File: config.mk
export PLATFORM = sky130hd
export DESIGN_NAME = vga_cmd_port
export DESIGN_NICKNAME = d
export VERILOG_FILES = /design/src/rtl/vga_cmd_port.sv
export SDC_FILE = /design/constraint.sdc
export NUM_CORES = 1
export LEC_CHECK = 0
export ABC_CLOCK_PERIOD_IN_PS = 2300
export CELL_PAD_IN_SITES_DETAIL_PLACEMENT = 0
export CELL_PAD_IN_SITES_GLOBAL_PLACEMENT = 1
export CORE_AREA = 2 2 102 104
export DETAILED_ROUTE_END_ITERATION = 7
export DIE_AREA = 0 0 104 106
export GPL_TIMING_DRIVEN = 0
export HOLD_SLACK_MARGIN = 0.03
export PLACE_DENSITY_LB_ADDON = 0.08
export SETUP_SLACK_MARGIN = 0.05
export SLEW_MARGIN = 5
export SYNTH_ARGS = -nofsm -noshare
export SYNTH_HDL_FRONTEND = slang
export SYNTH_SLANG_ARGS = --single-unit
File: constraint.sdc
create_clock -name i_clk -period 2.3 [get_ports i_clk]
set_input_delay 0.69 -clock i_clk [delete_from_list [all_inputs] [get_ports i_clk]]
set_output_delay 0.69 -clock i_clk [all_outputs]
set_load 0.1 [all_outputs]
File: src/rtl/vga_cmd_port.sv
// VGA-side command port: turns cs_h/ready_h handshaked commands into VRAM
// write/read cycles and owns the text cursor position and visibility.
module vga_cmd_port #(
    parameter int         COLS      = 80,
    parameter int         ROWS      = 25,
    parameter int         ADR_W     = 11,
    parameter logic [7:0] FILL_CHAR = 8'h20
) (
    input  logic             i_clk,
    input  logic             i_rst_n,
    input  logic [7:0]       i_cmd,
    input  logic [ADR_W-1:0] i_cur_adr,
    input  logic [7:0]       i_port,
    output logic [7:0]       o_port,
    input  logic             i_cs_h,
    input  logic             i_rl_wh,
    output logic             o_ready_h,
    output logic [ADR_W-1:0] o_vram_addr,
    output logic [7:0]       o_vram_data,
    output logic             o_vram_we,
    input  logic [7:0]       i_vram_rdata,
    output logic [ADR_W-1:0] o_cursor_addr,
    output logic             o_cursor_en
);

    localparam int               CELLS     = COLS * ROWS;
    localparam logic [ADR_W:0]   CELLS_EXT = (ADR_W+1)'(CELLS);
    localparam logic [ADR_W-1:0] LAST_CELL = ADR_W'(CELLS - 1);
    localparam logic [ADR_W-1:0] ZERO_A    = {ADR_W{1'b0}};
    localparam logic [ADR_W-1:0] ONE_A     = ADR_W'(32'd1);

    localparam logic [7:0] CMD_SET   = 8'h01;
    localparam logic [7:0] CMD_WRITE = 8'h02;
    localparam logic [7:0] CMD_READ  = 8'h03;
    localparam logic [7:0] CMD_CLEAR = 8'h04;
    localparam logic [7:0] CMD_ON    = 8'h05;
    localparam logic [7:0] CMD_OFF   = 8'h06;

    typedef enum logic [2:0] {
        ST_IDLE    = 3'd0,
        ST_EXEC    = 3'd1,
        ST_RD_WAIT = 3'd2,
        ST_CLEAR   = 3'd3,
        ST_DONE    = 3'd4
    } state_t;

    state_t           state_r,     state_s;
    logic             ready_r,     ready_s;
    logic [7:0]       cmd_r,       cmd_s;
    logic             rl_wh_r,     rl_wh_s;
    logic [ADR_W-1:0] cur_adr_r,   cur_adr_s;
    logic [ADR_W-1:0] cursor_r,    cursor_s;
    logic             cursor_en_r, cursor_en_s;
    logic [7:0]       port_r,      port_s;
    logic [ADR_W-1:0] vram_addr_r, vram_addr_s;
    logic [7:0]       vram_data_r, vram_data_s;
    logic             vram_we_r,   vram_we_s;

    function automatic logic [ADR_W-1:0] next_cell(input logic [ADR_W-1:0] a);
        if (a == LAST_CELL) begin
            return ZERO_A;
        end else begin
            return a + ONE_A;
        end
    endfunction

    function automatic logic in_range(input logic [ADR_W-1:0] a);
        return ({1'b0, a} < CELLS_EXT);
    endfunction

    // Next-state and next-output decode; VRAM strobes are registered so they
    // are prepared one state ahead (the accept edge sets up the EXEC-cycle write).
    always_comb begin
        state_s     = state_r;
        ready_s     = 1'b0;
        cmd_s       = cmd_r;
        rl_wh_s     = rl_wh_r;
        cur_adr_s   = cur_adr_r;
        cursor_s    = cursor_r;
        cursor_en_s = cursor_en_r;
        port_s      = port_r;
        vram_addr_s = vram_addr_r;
        vram_data_s = vram_data_r;
        vram_we_s   = 1'b0;
        case (state_r)
            ST_IDLE: begin
                if (ready_r && i_cs_h) begin
                    state_s   = ST_EXEC;
                    cmd_s     = i_cmd;
                    rl_wh_s   = i_rl_wh;
                    cur_adr_s = i_cur_adr;
                    if (i_cmd == CMD_WRITE && !i_rl_wh) begin
                        vram_addr_s = cursor_r;
                        vram_data_s = i_port;
                        vram_we_s   = 1'b1;
                    end else if (i_cmd == CMD_READ && i_rl_wh) begin
                        vram_addr_s = cursor_r;
                    end else begin
                        vram_addr_s = vram_addr_r;
                    end
                end else begin
                    ready_s = 1'b1;
                end
            end
            ST_EXEC: begin
                state_s = ST_DONE;
                case (cmd_r)
                    CMD_SET: begin
                        cursor_s = in_range(cur_adr_r) ? cur_adr_r : ZERO_A;
                    end
                    CMD_WRITE: begin
                        if (!rl_wh_r) begin
                            cursor_s = next_cell(cursor_r);
                        end else begin
                            cursor_s = cursor_r;
                        end
                    end
                    CMD_READ: begin
                        if (rl_wh_r) begin
                            state_s = ST_RD_WAIT;
                        end else begin
                            state_s = ST_DONE;
                        end
                    end
                    CMD_CLEAR: begin
                        state_s     = ST_CLEAR;
                        vram_addr_s = ZERO_A;
                        vram_data_s = FILL_CHAR;
                        vram_we_s   = 1'b1;
                    end
                    CMD_ON:  cursor_en_s = 1'b1;
                    CMD_OFF: cursor_en_s = 1'b0;
                    default: state_s = ST_DONE;
                endcase
            end
            ST_RD_WAIT: begin
                port_s  = i_vram_rdata;
                state_s = ST_DONE;
            end
            ST_CLEAR: begin
                if (vram_addr_r == LAST_CELL) begin
                    state_s  = ST_DONE;
                    cursor_s = ZERO_A;
                end else begin
                    vram_addr_s = vram_addr_r + ONE_A;
                    vram_we_s   = 1'b1;
                end
            end
            ST_DONE: begin
                ready_s = 1'b1;
                if (!i_cs_h) begin
                    state_s = ST_IDLE;
                end else begin
                    state_s = ST_DONE;
                end
            end
            default: state_s = ST_IDLE;
        endcase
    end

    // State and output registers; async reset also aborts a CLEAR in flight.
    always_ff @(posedge i_clk or negedge i_rst_n) begin
        if (!i_rst_n) begin
            state_r     <= ST_IDLE;
            ready_r     <= 1'b0;
            cmd_r       <= 8'h00;
            rl_wh_r     <= 1'b0;
            cur_adr_r   <= ZERO_A;
            cursor_r    <= ZERO_A;
            cursor_en_r <= 1'b1;
            port_r      <= 8'h00;
            vram_addr_r <= ZERO_A;
            vram_data_r <= 8'h00;
            vram_we_r   <= 1'b0;
        end else begin
            state_r     <= state_s;
            ready_r     <= ready_s;
            cmd_r       <= cmd_s;
            rl_wh_r     <= rl_wh_s;
            cur_adr_r   <= cur_adr_s;
            cursor_r    <= cursor_s;
            cursor_en_r <= cursor_en_s;
            port_r      <= port_s;
            vram_addr_r <= vram_addr_s;
            vram_data_r <= vram_data_s;
            vram_we_r   <= vram_we_s;
        end
    end

    assign o_ready_h     = ready_r;
    assign o_port        = port_r;
    assign o_vram_addr   = vram_addr_r;
    assign o_vram_data   = vram_data_r;
    assign o_vram_we     = vram_we_r;
    assign o_cursor_addr = cursor_r;
    assign o_cursor_en   = cursor_en_r;

endmodule

==> run summary, run 1 <==
Reg-to-Reg Start: o_vram_addr[5]$_DFFE_PN0P_
register area share after synthesis: 48.5%
CTS buffer count: 9
TritonCTS sink count: 64
vias in the first global route: 2,900
Syn-to-layout area delta: 42.6%
endpoint class of the critical path: flip-flop
most frequent cells after synthesis: dfrtp_1, mux2_2, a21oi_1
fillers: 985
area of the multi-input gates: 0.00168 mm^2
reg2reg path depth: 6
Final ANT Viol Nets: 0
crit path DAT: 2.49 ns
RSZ-0062 raised after global routing: true
Post-Route WL: 9030 um
Setup-failing EPs final: 0
Async S/R FF share, synth: 100%
IO Port Bufs: 79
largest net degree at the start of global routing: 65
DIE AREA: 0.0110 mm^2
CTS Root Cell: clkbuf_8
Crit Reg-Reg Endpoint: o_vram_addr[9]$_DFFE_PN0P_
core footprint: 0.0100 mm^2
fin crit share: 99.0%
Final Wtd Congestion: 0.795
cell with the most instances after synthesis: dfrtp_1
Final min period: 2.28 ns
nets: 450
DRT Pass-1 Iters: 4
Synth Instances: 313
fmax: 439 MHz
Yosys Warn Count: 0
Pins Over Slew Limit: 0
P_leak: 1.94 nW
global-route usage over all layers: 17.2%
number of synthesized register bits: 64
Post-synth EDFFs: 0
dominant synthesized flop cell: dfrtp_1
Slew HR: 27.8%
row count: 37
clk_skew: 0.00656 ns
die height: 106 um
post-synth top area share: 47.7%
total grt overflow: 0
max cap viols: 0
status: finished, final reports clean
Sequential Area: 0.00164 mm^2
first-pass GRT wire length: 15,200 um
Ports: 80
Post-Syn Area per Cell: 10.5 um^2
Syn Nets: 354
Inserted Diodes: 0
DRC viols: 0
Detailed Place HPWL: 6320 um
initial antenna violation count: 0
clock latency at the later pin of the worst-skew pair: 0.33 ns
CTS tree: done
Synth Cell Area: 0.00330 mm^2
Worst Tran Pin Value: 1.08 ns
cell taking the most area after synthesis: dfrtp_1
number of library cell types mapped by synthesis: 57
final-report hold violation count: 0
critical path peak fanout: 5
Post-Route Utilization: 47.1%
critical setup path kind: flip-flop to flip-flop
largest cells by area after synthesis: dfrtp_1, mux2_2, a21oi_1
FF-to-FF setup slack: 0.02 ns
PD cells: 1420 mW/mm^2
DRT iter0 DRCs: 114
Die Wd: 104 um
cts-stage hold buffer count: 0
detailed-route vias per instance: 5.20
clk slew on worst S/H paths: 0.07 ns
initial core utilization: 33.0%
WL per Instance: 16.4 um
Min-Delay Path Class: input port to async pin
H-tree levels: 3
layout cells sized above 1: 31.4%
CP startpoint kind: flip-flop
worst vdd ir: 0.855 mV
fin area: 0.00471 mm^2
Crit path required time: 2.51 ns
Power Total: 6.68 mW
routed via count: 2,861
Placed Area: 0.00430 mm^2
CTS Buffer Depth: 2
## kinds of logic after synthesis
kind of cell,share of synthesized area (%)
XOR/XNOR,1.59
multiplexers,9.55
AO/OA/AOI/OAI,18.3
buffers and inverters,3.64
AND/OR/NAND/NOR,17.6
flip-flops,48.5
adder cells (fa/ha/maj),0.758
## worst max-delay path, stage by stage, from the launching register on
cell      delay, ns
dfrtp_4        0.49
or3b_4         0.40
or4_4          0.50
a21boi_4       0.17
buf_6          0.12
and3_4         0.17
a221o_1        0.30
## stage by stage
| step | instances | setup slack (ns) | hold slack [ns] | TNS, ns |
|---|---|---|---|---|
| after CTS | 551 | -0.00621 | 0.474 | -0.00621 |
| after global routing | 550 | -0.0216 | 0.511 | -0.0286 |
| after detailed placement | 528 | -0.734 | 0.485 | -18.29 |
| final | 550 | 0.0227 | 0.441 | 0 |
| after floorplan | 313 | 0.00127 | 0.394 | 0 |
| after global placement | 528 | -2.17 | 0.487 | -134.21 |
## power breakdown
group	switching (mW)	internal, mW	total [mW]
registers	0.478	1.59	2.07
clock network	0.442	0.731	1.17
logic	2.40	1.03	3.44
## per-layer routing
| layer | GRT usage, % | share of wire [%] |
|---|---|---|
| met1 | 24.7 | 49 |
| met2 | 26.1 | 46 |
| met3 | 3.13 | 4.5 |
| met4 | 5.89 | 0.62 |
| met5 | 0 | 0 |
## cell usage in the layout, fill, tap and decap left out, types with 5 or more instances in the layout
master and instances:
a221o_1 5, dfrtp_1 43, clkbuf_1 7, nand3_1 13, dfrtp_2 15, o21ai_0 11, clkdlybuf4s50_1 33, o2bb2ai_1 5
mux2_2 28, clkdlybuf4s15_2 21, nor3_1 10, nand2_1 20, clkbuf_8 15, dfrtp_4 5, buf_4 7, nor2_1 15
clkbuf_2 7, a21oi_1 22, and3_1 5, clkdlybuf4s15_1 13, nand4_1 7, inv_1 9, o31ai_1 7, a22o_1 9
## worst max-delay path by stage
stage	startpoint	endpoint	slack, ns
3_5_place_dp	i_cs_h	o_vram_data[4]$_DFFE_PN0P_	-0.73
6_report	o_vram_addr[5]$_DFFE_PN0P_	o_vram_addr[9]$_DFFE_PN0P_	0.02
4_1_cts	o_vram_addr[5]$_DFFE_PN0P_	o_vram_addr[9]$_DFFE_PN0P_	-0.006
2_1_floorplan	o_vram_addr[4]$_DFFE_PN0P_	o_vram_addr[9]$_DFFE_PN0P_	0.001
3_3_place_gp	i_rst_n	o_vram_addr[10]$_DFFE_PN0P_	-2.17
5_1_grt	o_vram_addr[5]$_DFFE_PN0P_	o_vram_addr[9]$_DFFE_PN0P_	-0.02
## state kept, by name, summed over array words and instances, names as in the netlist, 3 cells and up
signal / count
cur_adr_r: 11
o_cursor_addr: 11
o_vram_addr: 11
o_port: 8
cmd_r: 8
state_r: 3
o_vram_data: 8
## cell type report
type                       count  share of cell area [%]
buffer                        14                    2.02
clock buffer                  14                    3.88
clock inverter                 2                    1.28
inverter                       9                   0.718
multi-input combinational    225                    35.7
sequential                    64                    34.8
tap                          136                    3.61
timing repair buffer          86                    18.0
## timing repair
action	4_1_cts	5_1_grt
endpoints found under the setup margin	93	68
setup buffers	7	0
pin swaps	5	4
resized for setup	103	38
No activity file was read; power rests on OpenSTA's default activity.
==> inputs of run 2 (changes only) <==
--- a/config.mk
+++ b/config.mk
@@ -15,6 +15,7 @@
 export HOLD_SLACK_MARGIN = 0.03
 export PLACE_DENSITY_LB_ADDON = 0.08
 export SETUP_SLACK_MARGIN = 0.05
+export SKIP_CTS_REPAIR_TIMING = 1
 export SLEW_MARGIN = 5
 export SYNTH_ARGS = -nofsm -noshare
 export SYNTH_HDL_FRONTEND = slang
==> run 2 against run 1 <==
The run now ends with negative setup slack left; core utilization increased by 0.050 points; combinational power decreased by 1%; global-route usage decreased by 0.40 points; cell count increased by 0.36%; critical endpoint is now o_vram_addr[10]$_DFFE_PN0P_; maximum frequency decreased by 5.0%; critical path depth unchanged; sequential power about the same; wire length increased by 1.5%.
==> run summary, run 2 (synthesized netlist as in run 1, its figures left out) <==
row count: 37 (unchanged)
Final WS setup: -0.0963 ns (-0.119 ns)
Sw Ratio: 50.0% (+0.23 points)
Cells after DPL: 528 (unchanged)
Final min period: 2.40 ns (+0.119 ns)
IO Port Bufs: 79 (unchanged)
CTS tree: done
Worst Tran Pin Value: 1.08 ns (+0.00187 ns)
Setup-failing EPs final: 5 (+5)
combinational fraction of design power: 50.9% (-0.6 points)
critical setup path kind: flip-flop to flip-flop
P_int: 3.32 mW (-0.92%)
clk_skew: 0.00746 ns (+0.000900 ns)
Final ANT Viol Nets: 0 (unchanged)
Crit path required time: 2.52 ns (about the same)
CTS buffer count: 9 (unchanged)
CP startpoint kind: flip-flop
RSZ-0062 raised after global routing: true
FF-to-FF setup slack: -0.1 ns (-0.12 ns)
TritonCTS sink count: 64 (unchanged)
commonest non-fill, non-tap cell in the layout: dfrtp_1
Clock power frac: 17.7% (about the same)
reg2reg path depth: 6 (unchanged)
DRT Pass-1 Iters: 4 (unchanged)
Slew HR: 27.6% (-0.13 points)
layout cells sized above 1: 28.1% (-3.3 points)
Setup TNS Final: -0.336 ns (-0.336 ns)
core footprint: 0.0100 mm^2 (unchanged)
clk slew on worst S/H paths: 0.07 ns (about the same)
P_leak: 2.31 nW (+19%)
crit path to: o_vram_addr[10]$_DFFE_PN0P_
CP peak stage delay: 0.56 ns (+0.06 ns)
CTS Root Cell: clkbuf_8
worst vdd ir: 0.787 mV (-7.9%)
Min-Delay Path Class: input port to async pin
Ports: 80 (unchanged)
ordered list of cells on the worst path: or3b_4 > or4_4 > a21boi_4 > buf_6 > and3_4 > a221o_1
Placed Area: 0.00430 mm^2 (unchanged)
clock latency at the later pin of the worst-skew pair: 0.34 ns (about the same)
Inserted Diodes: 0 (unchanged)
routed via count: 2,859 (-0.070%)
max cap viols: 0 (unchanged)
endpoint class of the critical path: flip-flop
DRC viols: 0 (unchanged)
initial antenna violation count: 0 (unchanged)
Post-Route WL: 9170 um (+1.5%)
Worst path slowest cell: or4_4
total grt overflow: 0 (unchanged)
fin crit share: 104% (+5.2 points)
vias in the first global route: 2,855 (-1.6%)
fillers: 976 (-0.91%)
PD cells: 1410 mW/mm^2 (-0.57%)
final cell count without fillers: 552 (+0.36%)
Seq pwr share: 31.3% (+0.3 points)
Syn-to-layout area delta: 42.7%
critical path peak fanout: 7 (+2)
WL per Instance: 16.6 um (+1.1%)
Reg-to-Reg Start: o_vram_addr[5]$_DFFE_PN0P_
dpl ws: -0.734 ns (unchanged)
Crit Reg-Reg Endpoint: o_vram_addr[10]$_DFFE_PN0P_
DIE AREA: 0.0110 mm^2 (unchanged)
nets: 452 (+0.44%)
H-tree levels: 3 (unchanged)
Die Wd: 104 um (unchanged)
CTS Buffer Depth: 2 (unchanged)
Pins Over Slew Limit: 0 (unchanged)
CP startpoint: o_vram_addr[5]$_DFFE_PN0P_
Switching Power: 3.32 mW (about the same)
detailed-route vias per instance: 5.18 (-0.43%)
final-report hold violation count: 0 (unchanged)
status: complete, but fails checks
fmax: 417 MHz (-5.0%)
Final Wtd Congestion: 0.795 (unchanged)
DRT iter0 DRCs: 102 (-11%)
most frequent cells in the layout: dfrtp_1, clkdlybuf4s50_1, mux2_2, dlymetal6s2s_1, a21oi_1
Detailed Place HPWL: 6320 um (unchanged)
Post-Route Utilization: 47.1% (+0.050 points)
initial core utilization: 33.0% (unchanged)
largest net degree at the start of global routing: 65 (unchanged)
crit path DAT: 2.62 ns (+0.13 ns)
die height: 106 um (unchanged)
global-route usage over all layers: 16.8% (-0.40 points)
fin area: 0.00471 mm^2 (+0.11%)
failing checks: negative setup slack
first-pass GRT wire length: 14,800 um (-2.1%)
## run 2: cell count changes in the layout (fill, tap and decap cells not counted), moves of 2 or more
cell,change
dlymetal6s2s_1,+24
clkdlybuf4s15_2,-21
clkdlybuf4s15_1,-13
clkbuf_2,+8
clkdlybuf4s50_1,+3
buf_1,+2
nor2_1,-2
## run 2: per-layer routing
metal | track usage [%] | up-vias | part of all wire (%) | wire length (um)
li1 | - | 1380 | - | -
met1 | 24.0 | 1406 | 50 | 4590
met2 | 25.4 | 64 | 45 | 4160
met3 | 3.13 | 9 | 3.5 | 318
met4 | 6.08 | 0 | 1.1 | 102
met5 | 0 | - | 0 | 0
## run 2: layout make-up
type	instances	area, um^2	area share [%]
clock buffer	14	183	3.88
buffer	14	93.8	1.99
timing repair buffer	88	857	18.2
sequential	64	1640	34.8
tap	136	170	3.61
clock inverter	2	60.1	1.27
inverter	9	33.8	0.717
multi-input combinational	225	1680	35.5
## run 2: how the worst min path moves through the flow
stage	endpoint	depth (start not counted)
2_1_floorplan	cmd_r[0]$_DFFE_PN0P_	0
3_3_place_gp	o_vram_data[0]$_DFFE_PN0P_	1
3_5_place_dp	o_vram_data[0]$_DFFE_PN0P_	1
4_1_cts	o_port[6]$_DFFE_PN0N_	1
5_1_grt	o_port[7]$_DFFE_PN0N_	1
6_report	o_port[0]$_DFFE_PN0N_	1
## run 2: stage by stage
| step | hold slack [ns] | power [mW] |
|---|---|---|
| floorplan | 0.394 | 4.56 |
| global placement | 0.487 | 5.43 |
| detailed placement | 0.485 | 5.46 |
| CTS | 0.474 | 6.66 |
| global route | 0.514 | 6.99 |
| finish | 0.437 | 6.65 |
## run 2: power by group through the flow
| stage | Sequential, mW | Combinational, mW | Clock (mW) |
|---|---|---|---|
| after detailed placement | 2.08 | 3.39 | 0 |
| after global routing | 2.16 | 3.58 | 1.25 |
| after floorplan | 3.52 | 1.04 | 0 |
| final | 2.08 | 3.39 | 1.18 |
| after global placement | 2.06 | 3.37 | 0 |
| after CTS | 2.05 | 3.39 | 1.21 |
## run 2: worst max-delay path: cells and delay by family, from the launching register on
kind,cells,cell delay [ns]
and+or+nand+nor,3,1.10
DFF,1,0.52
AOI/OAI and AO/OA,2,0.52
buffers and inverters,1,0.14
